==> src/rtl/node_link_tx.sv <==
// Local-node transmitter on a router2router link: segments packet requests into flits,
// picks an allocatable downstream VC round-robin and issues flits under per-VC on/off control.
module node_link_tx #(
  parameter int unsigned MAX_PKT_LEN      = 8,
  parameter int unsigned REUSE_HOLDOFF    = 2,
  parameter int unsigned VC_NUM           = 4,
  parameter int unsigned DEST_ADDR_SIZE_X = 4,
  parameter int unsigned DEST_ADDR_SIZE_Y = 4,
  parameter int unsigned PAYLOAD_W        = 16,
  localparam int unsigned LenW  = $clog2(MAX_PKT_LEN + 1),
  localparam int unsigned VcW   = (VC_NUM > 1) ? $clog2(VC_NUM) : 1,
  localparam int unsigned HoldW = $clog2(REUSE_HOLDOFF + 1),
  localparam int unsigned FlitW = 2 + VcW + PAYLOAD_W
) (
  input  logic                        clk,
  input  logic                        rst,
  input  logic                        pkt_valid_i,
  output logic                        pkt_ready_o,
  input  logic [DEST_ADDR_SIZE_X-1:0] pkt_x_dest_i,
  input  logic [DEST_ADDR_SIZE_Y-1:0] pkt_y_dest_i,
  input  logic [LenW-1:0]             pkt_len_i,
  input  logic                        pl_valid_i,
  output logic                        pl_ready_o,
  input  logic [PAYLOAD_W-1:0]        pl_data_i,
  output logic [FlitW-1:0]            data_o,
  output logic                        is_valid_o,
  input  logic [VC_NUM-1:0]           is_on_off_i,
  input  logic [VC_NUM-1:0]           is_allocatable_i,
  output logic                        busy_o,
  output logic                        pkt_sent_o
);

  localparam logic [1:0] StIdle   = 2'd0;
  localparam logic [1:0] StSelect = 2'd1;
  localparam logic [1:0] StSend   = 2'd2;

  // Flit layout: {label, vc_id, payload}
  localparam logic [1:0] FlitHead     = 2'd0;
  localparam logic [1:0] FlitBody     = 2'd1;
  localparam logic [1:0] FlitTail     = 2'd2;
  localparam logic [1:0] FlitHeadTail = 2'd3;

  logic [1:0]                  state_q, state_d;
  logic [VcW-1:0]              vc_q, vc_d, rr_q, rr_d;
  logic [LenW-1:0]             len_q, len_d, cnt_q, cnt_d;
  logic [DEST_ADDR_SIZE_X-1:0] x_q, x_d;
  logic [DEST_ADDR_SIZE_Y-1:0] y_q, y_d;
  logic [HoldW-1:0]            holdoff_q [VC_NUM];
  logic [HoldW-1:0]            holdoff_d [VC_NUM];
  logic [FlitW-1:0]            data_q, data_d;
  logic                        valid_q, valid_d, sent_q, sent_d;

  logic                 on_vc, head, last, issue, found;
  logic [VcW-1:0]       pick;
  logic [1:0]           label;
  logic [PAYLOAD_W-1:0] payload;
  int                   idx;

  assign on_vc = is_on_off_i[vc_q];
  assign head  = (cnt_q == '0);
  assign last  = (cnt_q == len_q - LenW'(1));

  always_comb begin
    state_d = state_q;
    vc_d    = vc_q;
    rr_d    = rr_q;
    len_d   = len_q;
    cnt_d   = cnt_q;
    x_d     = x_q;
    y_d     = y_q;
    data_d  = data_q;
    valid_d = 1'b0;
    sent_d  = 1'b0;
    issue   = 1'b0;
    found   = 1'b0;
    pick    = '0;
    idx     = 0;
    for (int v = 0; v < VC_NUM; v++) begin
      holdoff_d[v] = (holdoff_q[v] != '0) ? holdoff_q[v] - HoldW'(1) : '0;
    end
    // Round-robin search starting at the pointer; first eligible VC wins.
    for (int i = 0; i < VC_NUM; i++) begin
      idx = (int'(rr_q) + i) % VC_NUM;
      if (!found && is_allocatable_i[idx] && holdoff_q[idx] == '0) begin
        found = 1'b1;
        pick  = VcW'(idx);
      end
    end
    if (head && last)  label = FlitHeadTail;
    else if (head)     label = FlitHead;
    else if (last)     label = FlitTail;
    else               label = FlitBody;
    payload = head ? PAYLOAD_W'({x_q, y_q}) : pl_data_i;

    case (state_q)
      StIdle: begin
        if (pkt_valid_i) begin
          x_d     = pkt_x_dest_i;
          y_d     = pkt_y_dest_i;
          cnt_d   = '0;
          state_d = StSelect;
          if (pkt_len_i == '0)                     len_d = LenW'(1);
          else if (pkt_len_i > LenW'(MAX_PKT_LEN)) len_d = LenW'(MAX_PKT_LEN);
          else                                     len_d = pkt_len_i;
        end
      end
      StSelect: begin
        if (found) begin
          vc_d    = pick;
          rr_d    = (int'(pick) == VC_NUM - 1) ? '0 : pick + VcW'(1);
          state_d = StSend;
        end
      end
      StSend: begin
        issue = on_vc && (head || pl_valid_i);
        if (issue) begin
          valid_d = 1'b1;
          data_d  = {label, vc_q, payload};
          cnt_d   = cnt_q + LenW'(1);
          if (last) begin
            holdoff_d[vc_q] = HoldW'(REUSE_HOLDOFF);
            sent_d          = 1'b1;
            state_d         = StIdle;
          end
        end
      end
      default: state_d = StIdle;
    endcase
  end

  always_ff @(posedge clk or posedge rst) begin
    if (rst) begin
      state_q <= StIdle;
      vc_q    <= '0;
      rr_q    <= '0;
      len_q   <= '0;
      cnt_q   <= '0;
      x_q     <= '0;
      y_q     <= '0;
      data_q  <= '0;
      valid_q <= 1'b0;
      sent_q  <= 1'b0;
      for (int v = 0; v < VC_NUM; v++) holdoff_q[v] <= '0;
    end else begin
      state_q <= state_d;
      vc_q    <= vc_d;
      rr_q    <= rr_d;
      len_q   <= len_d;
      cnt_q   <= cnt_d;
      x_q     <= x_d;
      y_q     <= y_d;
      data_q  <= data_d;
      valid_q <= valid_d;
      sent_q  <= sent_d;
      for (int v = 0; v < VC_NUM; v++) holdoff_q[v] <= holdoff_d[v];
    end
  end

  // Ready is masked by reset so it reads 0 while reset is held.
  assign pkt_ready_o = (state_q == StIdle) && !rst;
  assign pl_ready_o  = (state_q == StSend) && on_vc && !head;
  assign busy_o      = (state_q == StSelect) || (state_q == StSend);
  assign data_o      = data_q;
  assign is_valid_o  = valid_q;
  assign pkt_sent_o  = sent_q;

endmodule

==> config.mk <==
export PLATFORM = sky130hd
export DESIGN_NAME = node_link_tx
export DESIGN_NICKNAME = d
export VERILOG_FILES = /design/src/rtl/node_link_tx.sv
export SDC_FILE = /design/constraint.sdc
export NUM_CORES = 1
export LEC_CHECK = 0
export CELL_PAD_IN_SITES_DETAIL_PLACEMENT = 0
export CELL_PAD_IN_SITES_GLOBAL_PLACEMENT = 2
export CORE_ASPECT_RATIO = 2
export CORE_MARGIN = 2
export CORE_UTILIZATION = 44
export CTS_BUF_LIST = sky130_fd_sc_hd__clkbuf_8
export CTS_CLUSTER_DIAMETER = 50
export DETAILED_ROUTE_END_ITERATION = 7
export DONT_BUFFER_PORTS = 1
export PLACE_DENSITY = 0.87
export SYNTH_ARGS = -nofsm -noshare
export SYNTH_HDL_FRONTEND = slang
export SYNTH_SLANG_ARGS = --single-unit
export TNS_END_PERCENT = 50
==> constraint.sdc <==
create_clock -name clk -period 4.65 [get_ports clk]
set_clock_uncertainty 0.05 [all_clocks]
set_input_delay 0.6975 -clock clk [delete_from_list [all_inputs] [get_ports clk]]
set_output_delay 0.6975 -clock clk [all_outputs]
set_load 0.005 [all_outputs]
# Word-level counts from Yosys, hierarchy flattened
# Index checks and enable logic that the tools add are counted.
# op_classes
addsub,10
bitwise,8
reduce_logical,37
magnitude_cmp,12
n_mux,59
n_eq_ne,8
# ops
cell,n
"32-bit by 3-bit >= comparator with 1-bit output, second input constant",4
2-bit inverter with 32-bit output,4
2-bit two-way mux,25
8-bit two-way mux,3
2-bit binary-select mux with 2-bit select,4
16-bit two-way mux,1
4-bit two-way mux,4
"2-bit by 3-bit less-than comparator with 1-bit output, second input constant",5
1-bit two-way mux,14
1-bit logical AND,13
1-bit binary-select mux with 2-bit select,5
2-bit logical NOT,5
2-bit nonzero test,5
4-bit logical NOT,2
"2-bit != test, second input constant",4
4-bit case mux with 2 select lines,1
"2-bit by 1-bit subtractor with 2-bit output, second input constant",4
2-bit case mux with 3 select lines,1
2-bit AND reduction,3
1-bit logical NOT,5
"2-bit by 1-bit adder with 2-bit output, second input constant",2
"2-bit adder, second input constant",2
"4-bit by 1-bit adder with 4-bit output, second input constant",1
4-bit AND,1
other kinds (14),16
# totals
input_bits,40
regBits,52
word_cells,148
out_inout_bits,25

# Logic depth before layout (Yosys ltp)
# logic_depth
depth_word,21
mapped_depth,9

# Worst setup path before layout
# OpenSTA, ideal clock, no wires.
# synth_path
path_kind,input-to-output
startpoint,input is_on_off_i[3]
endpoint,output pl_ready_o
n_path_buf,0
required_time_ps,3903
path_slack_ps,2509
arrival_time_ps,1393
cell_stages,2
path_cell_list,mux4_2 and3_1
# synth_between
elab_chain_cells,4
# synth_lines
item,line,text
"start, declared",27,"input logic [VC_NUM-1:0] is_on_off_i,"
1-bit binary-select mux with 2-bit select,59,assign on_vc = is_on_off_i[vc_q];
1-bit two-way mux (implied by the code),59,
1-bit logical AND (2 in a row),161,assign pl_ready_o = (state_q == StSend) && on_vc && !head;
"end, declared",23,"output logic pl_ready_o,"
# No other way between the ends. The select of a mux whose other input is x is not followed.

==> metrics.csv <==
stage,metric,value,unit
setup_path,reg2regPathDepth,8,
placement,dpl.cell_count,290,
sta,period_share,60.58,%
global_route,grt_usage,17.19,%
drt,totalWireLength,5038,um
finish,diodes,0,
die,io_pins,65,
drt,drtPass1Iterations,4,
setup_path,critPathLaunchType,register,
placement,gp_congestion,0.8611,
setup_path,r2r_end,holdoff_q[6]$_DFF_PP0_,
die,die_h,112.2,um
sta,finalMaxSlewViolations,0,
hold_path,min_path_type,reg -> reg,
die,rows,39,
finish,n_fill_cell,553,
synthesis,synth_nets,286,
setup_path,startpoint,cnt_q[0]$_DFFE_PP0P_,
synthesis,synth-seq-cells,52,
synthesis,yosysMostFrequentCell,dfrtp_1,
setup_path,path_class,reg -> reg,
drt,route.vias.total,1667,
global_route,antenna_found_initial,0,
clock_tree,clock-sinks,52,
setup_path,endpoint,holdoff_q[6]$_DFF_PP0_,
setup_path,crit_path_cell_trace,inv_1 -> ha_1 -> or3b_4 -> clkinv_2 -> o211ai_4 -> nor3_4 -> nor3b_2 -> nor3b_1,
setup_path,path_delay_family,simple AND/OR/NAND/NOR gates,
synthesis,synthAdderAreaFrac,4.373,%
clock_tree,cts_hold_buf,0,
sta,period_minus_slack,2.817,ns
setup_path,critical_path_arrival,2.99,ns
setup_path,crit_required,4.82,ns
finish,final_nets,285,
finish,final_cell_area,2721,um2
drt,drtIter0Drc,67,
sta,whs,0.4273,ns
clock_tree,clkSlewWorstSetupHoldPaths,0.09,ns
synthesis,synth_commonest_cells,"52 x dfrtp_1, 43 x nand2_1, 22 x o21ai_0",
synthesis,synth.avg_cell_area,10.86,um2
synthesis,synth_top_area_share,50.53,%
setup_path,r2r_setup_slack,1.83,ns
sta,tightest_slew,1.062,ns
clock_tree,root_buffer,clkbuf_8,
setup_path,worstSetupEndpointType,register,
placement,dp_slack,1.815,ns
clock_tree,cts_resized,0,
placement,portBuffers,0,
synthesis,syn_area,2575,um2
synthesis,synth_edf_count,0,
die,die_width,58.10,um
clock_tree,htree_levels,2,
finish,fin_util,48.08,%
die,dieArea,6517,um2
placement,place_area,2595,um2
synthesis,synthTopCellsByArea,"dfrtp_1 51%, nand2_1 6.3%, mux2_2 5.2%",
clock_tree,cts_setup_buffers,0,
synthesis,synth_top_family_by_area,simple AND/OR/NAND/NOR gates,
synthesis,postSynthCellCount,237,
sta,setup-tns-final,0,ns
sta,hold_violations,0,
status,status,finished clean,
synthesis,synth-seq-area-share,50.53,%
setup_path,rr_startpoint,cnt_q[0]$_DFFE_PP0P_,
synthesis,synth_area_leader_cell,dfrtp_1,
synthesis,synth_flop_cell,dfrtp_1,
synthesis,ys_types,48,
power,p_total,1.775,mW
clock_tree,cts_tree,done,
setup_path,crit_slowest_cell,o211ai_4,
placement,dp_hpwl,3751,um
finish,drive_gt1_share,14.35,%
power,power_density,652.4,nW/um2
sta,fin_ws,1.833,ns
setup_path,cp_slowest_stage_delay,0.86,ns
drt,antenna_left,0,
finish,area_delta_synth_final,5.685,%
synthesis,ys_warn_count,0,
synthesis,synthMuxAreaShare,10.20,%
synthesis,synth-compound-area-share,11.42,%
global_route,grt_pass1_vias,1717,
finish,final_cells,298,
clock_tree,clkLatencyLatePin,0.31,ns
sta,max_clock_freq,0.3550,GHz
drt,wire_per_inst,16.91,um
clock_tree,clock_tree.buffer_depth,2,
global_route,grt_start_max_net_pins,53,
setup_path,crit_buf_inv,2,
global_route,grt_overflow,0,
job,maxCapViolations,0,
sta,rsz0062_at_grt,no,
sta,setup_viol,0,
clock_tree,numCtsBuffers,5,
drt,via_per_inst,5.594,
die,core_area,5660,um2
synthesis,synthArstFlopShare,100.0,%
setup_path,crit_fanout,42,
power,max-vdd-ir-drop,0.0003574,V
synthesis,synth_xor_area_share,2.915,%
sta,max_slew_margin,29.08,%
hold_path,worstHoldStart,holdoff_q[4]$_DFF_PP0_,
setup_path,cp.depth,8,
die,initial_utilization,45.49,%
global_route,grt_pass1_wl,8445,um
drt,drcViolationCount,0,
power,cellLeakagePower,1.302,nW
synthesis,synth_simple_gate_area_share,16.23,%
worst min-delay path by stage:
stage,endpoint,slack (ns),cells past startpoint
after floorplan,holdoff_q[0]$_DFF_PP0_,0.39,1
after global placement,holdoff_q[4]$_DFF_PP0_,0.41,1
after detailed placement,holdoff_q[4]$_DFF_PP0_,0.41,1
after CTS,len_q[0]$_DFFE_PP0P_,0.41,1
after global routing,len_q[0]$_DFFE_PP0P_,0.41,1
final,holdoff_q[4]$_DFF_PP0_,0.43,1
cell type report:
class,count,area [um2],share of cell area (%)
clock buffers,7,96.34,3.540
clock inverters,1,30.03,1.103
flip-flops and latches,52,1301,47.82
inverters,12,46.29,1.701
multi-input cells,165,1171,43.03
well taps,61,76.32,2.805
sequential cells by signal (all words and copies together) (netlist names), named ones only:
signal	flops
state_q	2
len_q	4
holdoff_q	8
rr_q	1
data_o	20
pkt_sent_o	1
cnt_q	4
y_q	4
vc_q	2
x_q	4
is_valid_o	1
logic make-up (layout without fill, tap and decap cells):
logic type      count (synthesis)  after routing
buf+inv                        20             20
xor+xnor                        7              7
flops                          52             52
simple gates                   81             81
compound gates                 45             45
mux                            23             23
fa+ha+maj                       9              9
routing by layer:
layer / vias up / wire, um / GRT usage (%)
met4: 0 / 102 / 7.442
met5: - / 0 / 0
met2: 41 / 2783 / 30.00
met3: 6 / 267 / 4.032
li1: 811 / - / -
met1: 809 / 1885 / 19.33
report_power, final:
part           total, mW  switching, mW  internal, mW
Combinational      0.676          0.380         0.296
Sequential         0.765          0.148         0.617
Clock              0.335          0.145         0.190
cell usage in the layout, fill, tap and decap left out, types with 2 or more instances in the layout:
cell / count
dfrtp_1: 52
nand2_1: 43
o21ai_0: 22
nor2_1: 13
mux2_2: 12
inv_1: 9
mux2i_1: 9
ha_1: 9
clkbuf_8: 7
a31oi_1: 5
xnor2_1: 4
nand2b_1: 3
a21oi_1: 3
or3b_1: 3
and3b_1: 3
o21ai_1: 2
inv_2: 2
nor3b_1: 2
o21a_1: 2
nor3_1: 2
xor2_1: 2
nand3_1: 2
a21o_1: 2
nor3b_2: 2
No activity file was read; power rests on OpenSTA's default activity.
